### config.mk
export PLATFORM = sky130hd
export DESIGN_NAME = rca_error_monitor
export DESIGN_NICKNAME = d
export VERILOG_FILES = /design/src/rtl/rca_pkg.sv /design/src/rtl/rca_err_stat_acc.sv /design/src/rtl/rca_error_monitor.sv
export SDC_FILE = /design/constraint.sdc
export NUM_CORES = 1
export LEC_CHECK = 0
export CAP_MARGIN = 10
export CELL_PAD_IN_SITES_DETAIL_PLACEMENT = 1
export CELL_PAD_IN_SITES_GLOBAL_PLACEMENT = 2
export CORE_MARGIN = 10
export CORE_UTILIZATION = 34
export DETAILED_ROUTE_END_ITERATION = 10
export GPL_TIMING_DRIVEN = 0
export HOLD_SLACK_MARGIN = 0.05
export PLACE_DENSITY = 0.82
export SKIP_LAST_GASP = 1
export SLEW_MARGIN = 15
export SYNTH_ARGS = -nofsm -noshare
export SYNTH_HDL_FRONTEND = slang
export SYNTH_SLANG_ARGS = --single-unit
### constraint.sdc
create_clock -name clk -period 2.9 [get_ports clk]
set_clock_uncertainty 0.05 [all_clocks]
set_input_delay 0.87 -clock clk [delete_from_list [all_inputs] [get_ports clk]]
set_output_delay 0.87 -clock clk [all_outputs]
set_load 0.005 [all_outputs]
### src/rtl/rca_pkg.sv
// Shared constants for the approximate-RCA error monitor: default widths,
// the carry guard used by the saturating accumulators, and the FSM encoding.
package rca_pkg;

   localparam int RCA_WIDTH = 9;
   localparam int RCA_CNT_W = 16;
   localparam int RCA_ACC_W = 26;

   // One extra carry bit on an unsigned accumulator sum exposes overflow,
   // which the accumulator turns into saturation at all-ones.
   localparam int RCA_SAT_GUARD = 1;

   // FSM encoding (IDLE, RUN, DRAIN, DONE)
   localparam logic [1:0] ST_IDLE  = 2'd0;
   localparam logic [1:0] ST_RUN   = 2'd1;
   localparam logic [1:0] ST_DRAIN = 2'd2;
   localparam logic [1:0] ST_DONE  = 2'd3;

endpackage

### src/rtl/rca_err_stat_acc.sv
// Stage-2 statistics bank for the RCA error monitor: error count,
// saturating error-distance sum, maximum error distance and, when
// RCA_ERR_BIAS_EN is defined, a signed bias sum saturating at both limits.
module rca_err_stat_acc
   import rca_pkg::*;
#(
   parameter int WIDTH = RCA_WIDTH,
   parameter int CNT_W = RCA_CNT_W,
   parameter int ACC_W = RCA_ACC_W
) (
   input  logic                    clk,
   input  logic                    rst_n,
   input  logic                    clr_i,
   input  logic                    upd_i,
   input  logic                    err_i,
   input  logic [WIDTH:0]          ed_i,
`ifdef RCA_ERR_BIAS_EN
   input  logic signed [WIDTH+1:0] diff_i,
   output logic signed [ACC_W:0]   ed_bias_o,
`endif
   output logic [CNT_W-1:0]        n_err_o,
   output logic [ACC_W-1:0]        ed_sum_o,
   output logic [WIDTH:0]          ed_max_o
);

   logic [CNT_W-1:0]               n_err_q,  n_err_d;
   logic [ACC_W-1:0]               ed_sum_q, ed_sum_d;
   logic [WIDTH:0]                 ed_max_q, ed_max_d;
   logic [ACC_W+RCA_SAT_GUARD-1:0] sum_w;

   // Next-state for count, saturating sum and running maximum; clear wins.
   always_comb begin
      sum_w    = {{RCA_SAT_GUARD{1'b0}}, ed_sum_q} + (ACC_W+RCA_SAT_GUARD)'(ed_i);
      n_err_d  = n_err_q;
      ed_sum_d = ed_sum_q;
      ed_max_d = ed_max_q;
      if (clr_i) begin
         n_err_d  = '0;
         ed_sum_d = '0;
         ed_max_d = '0;
      end else if (upd_i) begin
         // Window length is below 2^CNT_W, so the count cannot wrap.
         n_err_d  = n_err_q + CNT_W'(err_i);
         ed_sum_d = sum_w[ACC_W] ? '1 : sum_w[ACC_W-1:0];
         ed_max_d = (ed_i > ed_max_q) ? ed_i : ed_max_q;
      end
   end

   // Statistics registers.
   always_ff @(posedge clk or negedge rst_n) begin
      if (!rst_n) begin
         n_err_q  <= '0;
         ed_sum_q <= '0;
         ed_max_q <= '0;
      end else begin
         n_err_q  <= n_err_d;
         ed_sum_q <= ed_sum_d;
         ed_max_q <= ed_max_d;
      end
   end

   assign n_err_o  = n_err_q;
   assign ed_sum_o = ed_sum_q;
   assign ed_max_o = ed_max_q;

`ifdef RCA_ERR_BIAS_EN
   logic signed [ACC_W:0]   bias_q, bias_d;
   logic signed [ACC_W+1:0] bsum_w;

   // Signed bias next-state; the extra top bit detects overflow in either direction.
   always_comb begin
      bsum_w = {bias_q[ACC_W], bias_q} + {{(ACC_W-WIDTH){diff_i[WIDTH+1]}}, diff_i};
      bias_d = bias_q;
      if (clr_i) begin
         bias_d = '0;
      end else if (upd_i) begin
         if (bsum_w[ACC_W+1] != bsum_w[ACC_W]) begin
            bias_d = bsum_w[ACC_W+1] ? {1'b1, {ACC_W{1'b0}}} : {1'b0, {ACC_W{1'b1}}};
         end else begin
            bias_d = bsum_w[ACC_W:0];
         end
      end
   end

   // Bias register.
   always_ff @(posedge clk or negedge rst_n) begin
      if (!rst_n) begin
         bias_q <= '0;
      end else begin
         bias_q <= bias_d;
      end
   end

   assign ed_bias_o = bias_q;
`endif

endmodule

### src/rtl/rca_error_monitor.sv
// Accuracy monitor for the approximate ripple-carry adder. Recomputes the
// exact sum of each accepted A/B pair, compares it with the adder's S and
// accumulates error statistics over a programmable window.
// Optional feature macro: RCA_ERR_BIAS_EN adds the signed ed_bias output.
//
// state | meaning
// IDLE  | after reset, waiting for start
// RUN   | accepting samples until `window` have transferred
// DRAIN | last sample accepted, waiting for stage 1 to empty
// DONE  | statistics final and held; start reopens a window
module rca_error_monitor
   import rca_pkg::*;
#(
   parameter int WIDTH = RCA_WIDTH,
   parameter int CNT_W = RCA_CNT_W,
   parameter int ACC_W = RCA_ACC_W
) (
   input  logic                  clk,
   input  logic                  rst_n,
   input  logic                  start,
   input  logic [CNT_W-1:0]      window,
   input  logic                  in_valid,
   output logic                  in_ready,
   input  logic [WIDTH-1:0]      A,
   input  logic [WIDTH-1:0]      B,
   input  logic [WIDTH:0]        S,
   output logic                  busy,
   output logic                  done,
   output logic [CNT_W-1:0]      n_err,
   output logic [ACC_W-1:0]      ed_sum,
`ifdef RCA_ERR_BIAS_EN
   output logic signed [ACC_W:0] ed_bias,
`endif
   output logic [WIDTH:0]        ed_max
);

   logic [1:0]              state_q,    state_d;
   logic [CNT_W-1:0]        window_q,   window_d;
   logic [CNT_W-1:0]        accepted_q, accepted_d;
   logic                    done_q,     done_d;
   logic                    start_ok;
   logic                    xfer;

   logic [WIDTH:0]          exact_w;
   logic signed [WIDTH+1:0] diff_w;
   logic [WIDTH:0]          ed_w;

   logic                    s1_valid_q;
   logic                    s1_err_q;
   logic [WIDTH:0]          s1_ed_q;

   assign start_ok = start && ((state_q == ST_IDLE) || (state_q == ST_DONE));
   assign in_ready = (state_q == ST_RUN) && (accepted_q < window_q);
   assign xfer     = in_valid && in_ready;
   assign busy     = (state_q == ST_RUN) || (state_q == ST_DRAIN);
   assign done     = done_q;

   // Window sequencing; start is only honoured between windows.
   always_comb begin
      state_d    = state_q;
      window_d   = window_q;
      accepted_d = accepted_q;
      done_d     = 1'b0;
      case (state_q)
         ST_IDLE, ST_DONE: begin
            if (start_ok) begin
               window_d   = window;
               accepted_d = '0;
               if (window == '0) begin
                  state_d = ST_DONE;
                  done_d  = 1'b1;
               end else begin
                  state_d = ST_RUN;
               end
            end
         end
         ST_RUN: begin
            if (xfer) begin
               accepted_d = accepted_q + CNT_W'(1);
               if (accepted_d == window_q) begin
                  state_d = ST_DRAIN;
               end
            end
         end
         ST_DRAIN: begin
            // Once stage 1 is empty the final stage-2 update lands this edge,
            // so done is raised for the cycle after it.
            if (!s1_valid_q) begin
               state_d = ST_DONE;
               done_d  = 1'b1;
            end
         end
         default: state_d = ST_IDLE;
      endcase
   end

   // FSM and window bookkeeping registers.
   always_ff @(posedge clk or negedge rst_n) begin
      if (!rst_n) begin
         state_q    <= ST_IDLE;
         window_q   <= '0;
         accepted_q <= '0;
         done_q     <= 1'b0;
      end else begin
         state_q    <= state_d;
         window_q   <= window_d;
         accepted_q <= accepted_d;
         done_q     <= done_d;
      end
   end

   // Exact sum and error distance of the sample on the input port.
   always_comb begin
      exact_w = {1'b0, A} + {1'b0, B};
      diff_w  = {1'b0, exact_w} - {1'b0, S};
      ed_w    = diff_w[WIDTH+1] ? (WIDTH+1)'(-diff_w) : diff_w[WIDTH:0];
   end

   // Stage 1: capture the per-sample result on each transfer.
   always_ff @(posedge clk or negedge rst_n) begin
      if (!rst_n) begin
         s1_valid_q <= 1'b0;
         s1_err_q   <= 1'b0;
         s1_ed_q    <= '0;
      end else begin
         s1_valid_q <= xfer;
         if (xfer) begin
            s1_err_q <= (diff_w != '0);
            s1_ed_q  <= ed_w;
         end
      end
   end

`ifdef RCA_ERR_BIAS_EN
   logic signed [WIDTH+1:0] s1_diff_q;

   // Stage 1 signed difference, only needed for the bias sum.
   always_ff @(posedge clk or negedge rst_n) begin
      if (!rst_n) begin
         s1_diff_q <= '0;
      end else if (xfer) begin
         s1_diff_q <= diff_w;
      end
   end
`endif

   rca_err_stat_acc #(
      .WIDTH (WIDTH),
      .CNT_W (CNT_W),
      .ACC_W (ACC_W)
   ) u_acc (
      .clk       (clk),
      .rst_n     (rst_n),
      .clr_i     (start_ok),
      .upd_i     (s1_valid_q),
      .err_i     (s1_err_q),
      .ed_i      (s1_ed_q),
`ifdef RCA_ERR_BIAS_EN
      .diff_i    (s1_diff_q),
      .ed_bias_o (ed_bias),
`endif
      .n_err_o   (n_err),
      .ed_sum_o  (ed_sum),
      .ed_max_o  (ed_max)
   );

endmodule

# Word level (Yosys, flattened, before mapping)
# Cells that the tools add are included.
# word_totals
mem_count	0
latch_bits	0
rom_bits	0
word_cells	64
reg_bits	99
mem_bits_rw	0
# op_classes
multipliers	0
bitwise_logic	0
shifts	0
addsub	6
mux	22
n_lt_le_gt_ge	2
eq_ne	8
n_div	0
n_reduce_logical	16
# op_table
cell	n
$mux 26	3
$mux 16	4
$mux 10	4
$pmux 16 s2	1
$add 26x10->27	1
$add 16x1->16	1
$add 16x1->16 const B	1
$eq 16x16->1	1
$logic_not 16->1	1
$lt 16x16->1	1
$reduce_bool 11->1	1
$sub 10x10->11	1
$add 9x9->10	1
$gt 10x10->1	1
$mux 2	5
$neg 10->10	1
$ne 2x2->1 const B	3
$pmux 2 s3	1
$reduce_bool 2->1	3
$eq 2x2->1 const B	2
$reduce_and 2->1	2
$reduce_and 4->1	1
$logic_and 1x1->1	3
$mux 1	3
other kinds (7)	8

# Longest topological paths before layout
# depth
word_depth	5
depth_mapped	14
mapped_depth_nobuf	13

# By module
# A second synthesis with hierarchy kept.
# hier_totals
hier_cells	808
hier_area_um2	7206.9
# modules_own_cells
module	area_per_inst_um2	n_inst	cells_per_inst
rca_error_monitor	4026.4	1	472
rca_err_stat_acc	3180.6	1	336

# Worst setup path after synthesis
# No wires, ideal clock.
# synth_path
kind	input-to-reg
from	input A[1]
to	register s1_err_q
required_ns	2.714
arrival_time_ns	3.329
path_slack_ns	-0.615
cell_stages	10
setup_ns	0.136
n_path_buf	0
path_cell_list	inv_1 -> fa_1 -> fa_1 -> nor2b_1 -> o2111ai_1 -> a31o_2 -> a2111oi_2 -> nand4_1 -> nor4_1 -> o21ai_0
# synth_via
elab_chain_cells	3
# synth_lines
element	line	source
start, declared	rca_error_monitor.sv:24	input logic [WIDTH-1:0] A,
$add 9x9->10	rca_error_monitor.sv:114	exact_w = {1'b0, A} + {1'b0, B};
$sub 10x10->11	rca_error_monitor.sv:115	diff_w = {1'b0, exact_w} - {1'b0, S};
$reduce_bool 11->1	rca_error_monitor.sv:128	s1_err_q <= (diff_w != '0);
end signal, assigned	rca_error_monitor.sv:128	
end, declared	rca_error_monitor.sv:49	logic s1_err_q;
# No other way between the ends.
# A chain may end at the register's enable or synchronous reset.

# Worst setup path in the final report
# layout_path
from	input A[1]
to	register s1_ed_q[8]
# layout_via
elab_chain_cells	4
# layout_lines
element	line	source
$add 9x9->10 *	rca_error_monitor.sv:114	
$sub 10x10->11 *	rca_error_monitor.sv:115	
$neg 10->10	rca_error_monitor.sv:116	ed_w = diff_w[WIDTH+1] ? (WIDTH+1)'(-diff_w) : diff_w[WIDTH:0];
$mux 10 *	rca_error_monitor.sv:116	
end signal, assigned	rca_error_monitor.sv:129	s1_ed_q <= ed_w;
end, declared	rca_error_monitor.sv:50	logic [WIDTH:0] s1_ed_q;
# Every way passes the cells marked *; elsewhere a longest branch is shown, timed or not.

==> results.tsv <==
metric	value	unit
status	complete, but fails checks	
failed_checks	setup timing	
dpl_worst_slack	-1.32	ns
synth_top_family_by_area	simple AND/OR/NAND/NOR gates	
cts_tree	built	
clk-insertion-delay-late	0.36	ns
routedWlPerCell	19.0	um
ys_types	63	
fill_cells	2335	
hold_viol	0	
syn_avg_cell_area	8.75	um2
layout_commonest_cell	dfrtp_1	
dp_hpwl	17.3	mm
netlist_instances	808	
power	8810	uW
yosysSeqAreaShare	35.1	%
dp_cells	1181	
ant_nets	0	
finalSetupViolCount	11	
final_cell_mix	dfrtp_1 (96), clkdlybuf4s50_1 (75), inv_1 (70), o21ai_0 (65), nand2_1 (61)	
synth_ff_type	dfrtp_1	
grt_pass1_vias	6903	
core-area	0.0204	mm2
io_pins	103	
antenna_cells	0	
instances_no_fill	1240	
drt-total-wl	23.6	mm
worst-path-max-fanout	3	
die_w	164	um
tightest_slew	0.779	ns
numCtsBuffers	9	
overflow	0	
clockRootBuffer	clkbuf_16	
end_kind	flip-flop	
async_reset_ff_share	100	%
via_per_inst	5.34	
grt_usage	17.3	%
die_h	164	um
clock_path_buffers	2	
synth-seq-cells	99	
fin_nets	1077	
vdd_ir_drop_max	0.000390	V
grt_start_max_net_pins	61	
synth_compound_area_share	19.3	%
synth_simple_gate_area_share	19.3	%
leakage	0.00424	uW
syn_to_final_growth	36.9	%
synth_edf_count	0	
drv_cap	0	
start_util	34.7	%
maxSlewViolCount	0	
cp.required	3.11	ns
syn_area	0.00707	mm2
dr.pass1.iters	4	
setup_ws	-0.370	ns
cts.htree.levels	3	
pwr_density_cell	911	mW/mm2
via_count	6620	
cp.arrival	3.48	ns
yosys_warnings	0	
synthMuxAreaShare	1.70	%
port_buffers	102	
grt_setup_unrepaired	yes	
period_needed	3.27	ns
drive_gt1_share	19.3	%
place_congestion	0.819	
slew_headroom	47.5	%
die_area	0.0270	mm2
syn_nets	920	
worstHoldPathType	in -> async	
path_class	in -> reg	
route.detailed.drc	0	
grt_pass1_wl	37.4	mm
fmax	306	MHz
rows	52	
fin_tns_setup	-2.47	ns
clk_pin_slew_worst_paths	0.07	ns
synthAdderAreaFrac	12.4	%
first_iter_violations	315	
synth_xor_area_share	5.83	%
hold_buffers	0	
start_kind	input port	
holdWs	0.360	ns
antenna_found_initial	0	
cts_num_sinks	99	
fin_crit_sh	113	%
kinds of logic (layout without fill, tap and decap cells):
group	count (synthesis)	count (layout)
XOR/XNOR	47	47
flip-flops	99	99
AND/OR/NAND/NOR	261	261
adder cells (fa/ha/maj)	64	64
buffers and inverters	115	277
multiplexers	12	12
AO/OA/AOI/OAI	210	210
worst paths after layout:
kind	start	endpoint	slack, ns	depth (start not counted)
max reg2reg	window_q[1]	accepted_q[2]	0.09	11
min reg2reg	window_q[0]	window_q[0]	0.47	2
max	A[1]	s1_ed_q[8]	-0.37	12
min	rst_n	u_acc.n_err_o[11]	0.36	1
max in group asynchronous	rst_n	window_q[9]	1.79	2
min in group clk	window_q[0]	window_q[0]	0.47	2
per-layer routing:
metal  GRT usage, %  up-vias  share of wire, %
met2           28.6      118                48
met1           22.8     3277                47
li1               -     3205                 -
met3           2.80       20               4.1
met4           4.51        0               1.6
met5              0        -                 0
Yosys cell counts (all sizes together) (3+ instances only):
cell     instances  area (um2)
and2             6        37.5
nor3b            3        22.5
or4              4        33.8
nor2b            8        50.1
a21oi           39         195
nand2b           5        31.3
a211oi          11        87.6
or3             12        75.1
nor3            20         100
o21ai           74         370
fa              10         200
inv             88         330
a31o             3        26.3
nor4            14        87.6
nor2            55         206
mux2i           12         120
nand3           24         143
and4            10        90.1
a2111oi          6        58.8
a221oi           3        32.5
dfrtp           99        2480
or2              4        25.0
xor2            26         228
clkbuf          16        60.1
nand4           13        87.6
o211a            3        30.0
and3            16         103
a21o            11        82.6
o21a             6        45.0
nand2           64         245
xnor2           21         184
o2111a           3        33.8
ha              54         676
a41oi            4        35.0
o41ai            3        45.1
o211ai           8        60.1
buf             11        65.1
a31oi           20         125
layout make-up:
type | instances | area, um2 | area share [%]
clock inverter | 5 | 85.1 | 0.880
timing repair buffer | 146 | 1350 | 14.0
sequential | 99 | 2480 | 25.6
buffer | 27 | 143 | 1.47
inverter | 88 | 333 | 3.44
tap | 270 | 338 | 3.49
multi-input combinational | 594 | 4710 | 48.7
clock buffer | 11 | 233 | 2.41
registers in the layout, indices dropped and copies added, names as in the netlist:
register	flops
state_q	2
u_acc.n_err_o	16
u_acc.ed_max_o	10
s1_ed_q	10
s1_valid_q	1
window_q	16
s1_err_q	1
accepted_q	16
u_acc.ed_sum_o	26
done	1
through the flow:
step                      cell area, um2  util, %
final                               9670     47.5
after global routing                9670     47.5
after CTS                           9340     45.9
after detailed placement            8560     42.1
after global placement              8540     41.9
after floorplan                     7180        -
what timing repair did:
item                       in CTS  in global routing
cloned                          1                  0
pin swaps                      35                 33
setup buffers                  23                 20
setup endpoints to repair      40                 50
resized for setup             127                 52
critical path: stages:
cell       delay, ns
buf_6           0.07
inv_4           0.03
fa_2            0.60
inv_2           0.05
ha_4            0.26
a211oi_2        0.07
o31a_1          0.35
xnor2_2         0.17
a2111oi_4       0.33
nand4_1         0.24
nor3b_2         0.22
o31ai_1         0.23
power by group:
group          leakage (uW)  switching [uW]  internal, uW  total, uW
combinational       0.00279            2890          2330       5210
clock              0.000150             573           763       1340
sequential          0.00130             463          1800       2260
total               0.00424            3920          4890       8810
No activity file was read; power rests on OpenSTA's default activity.
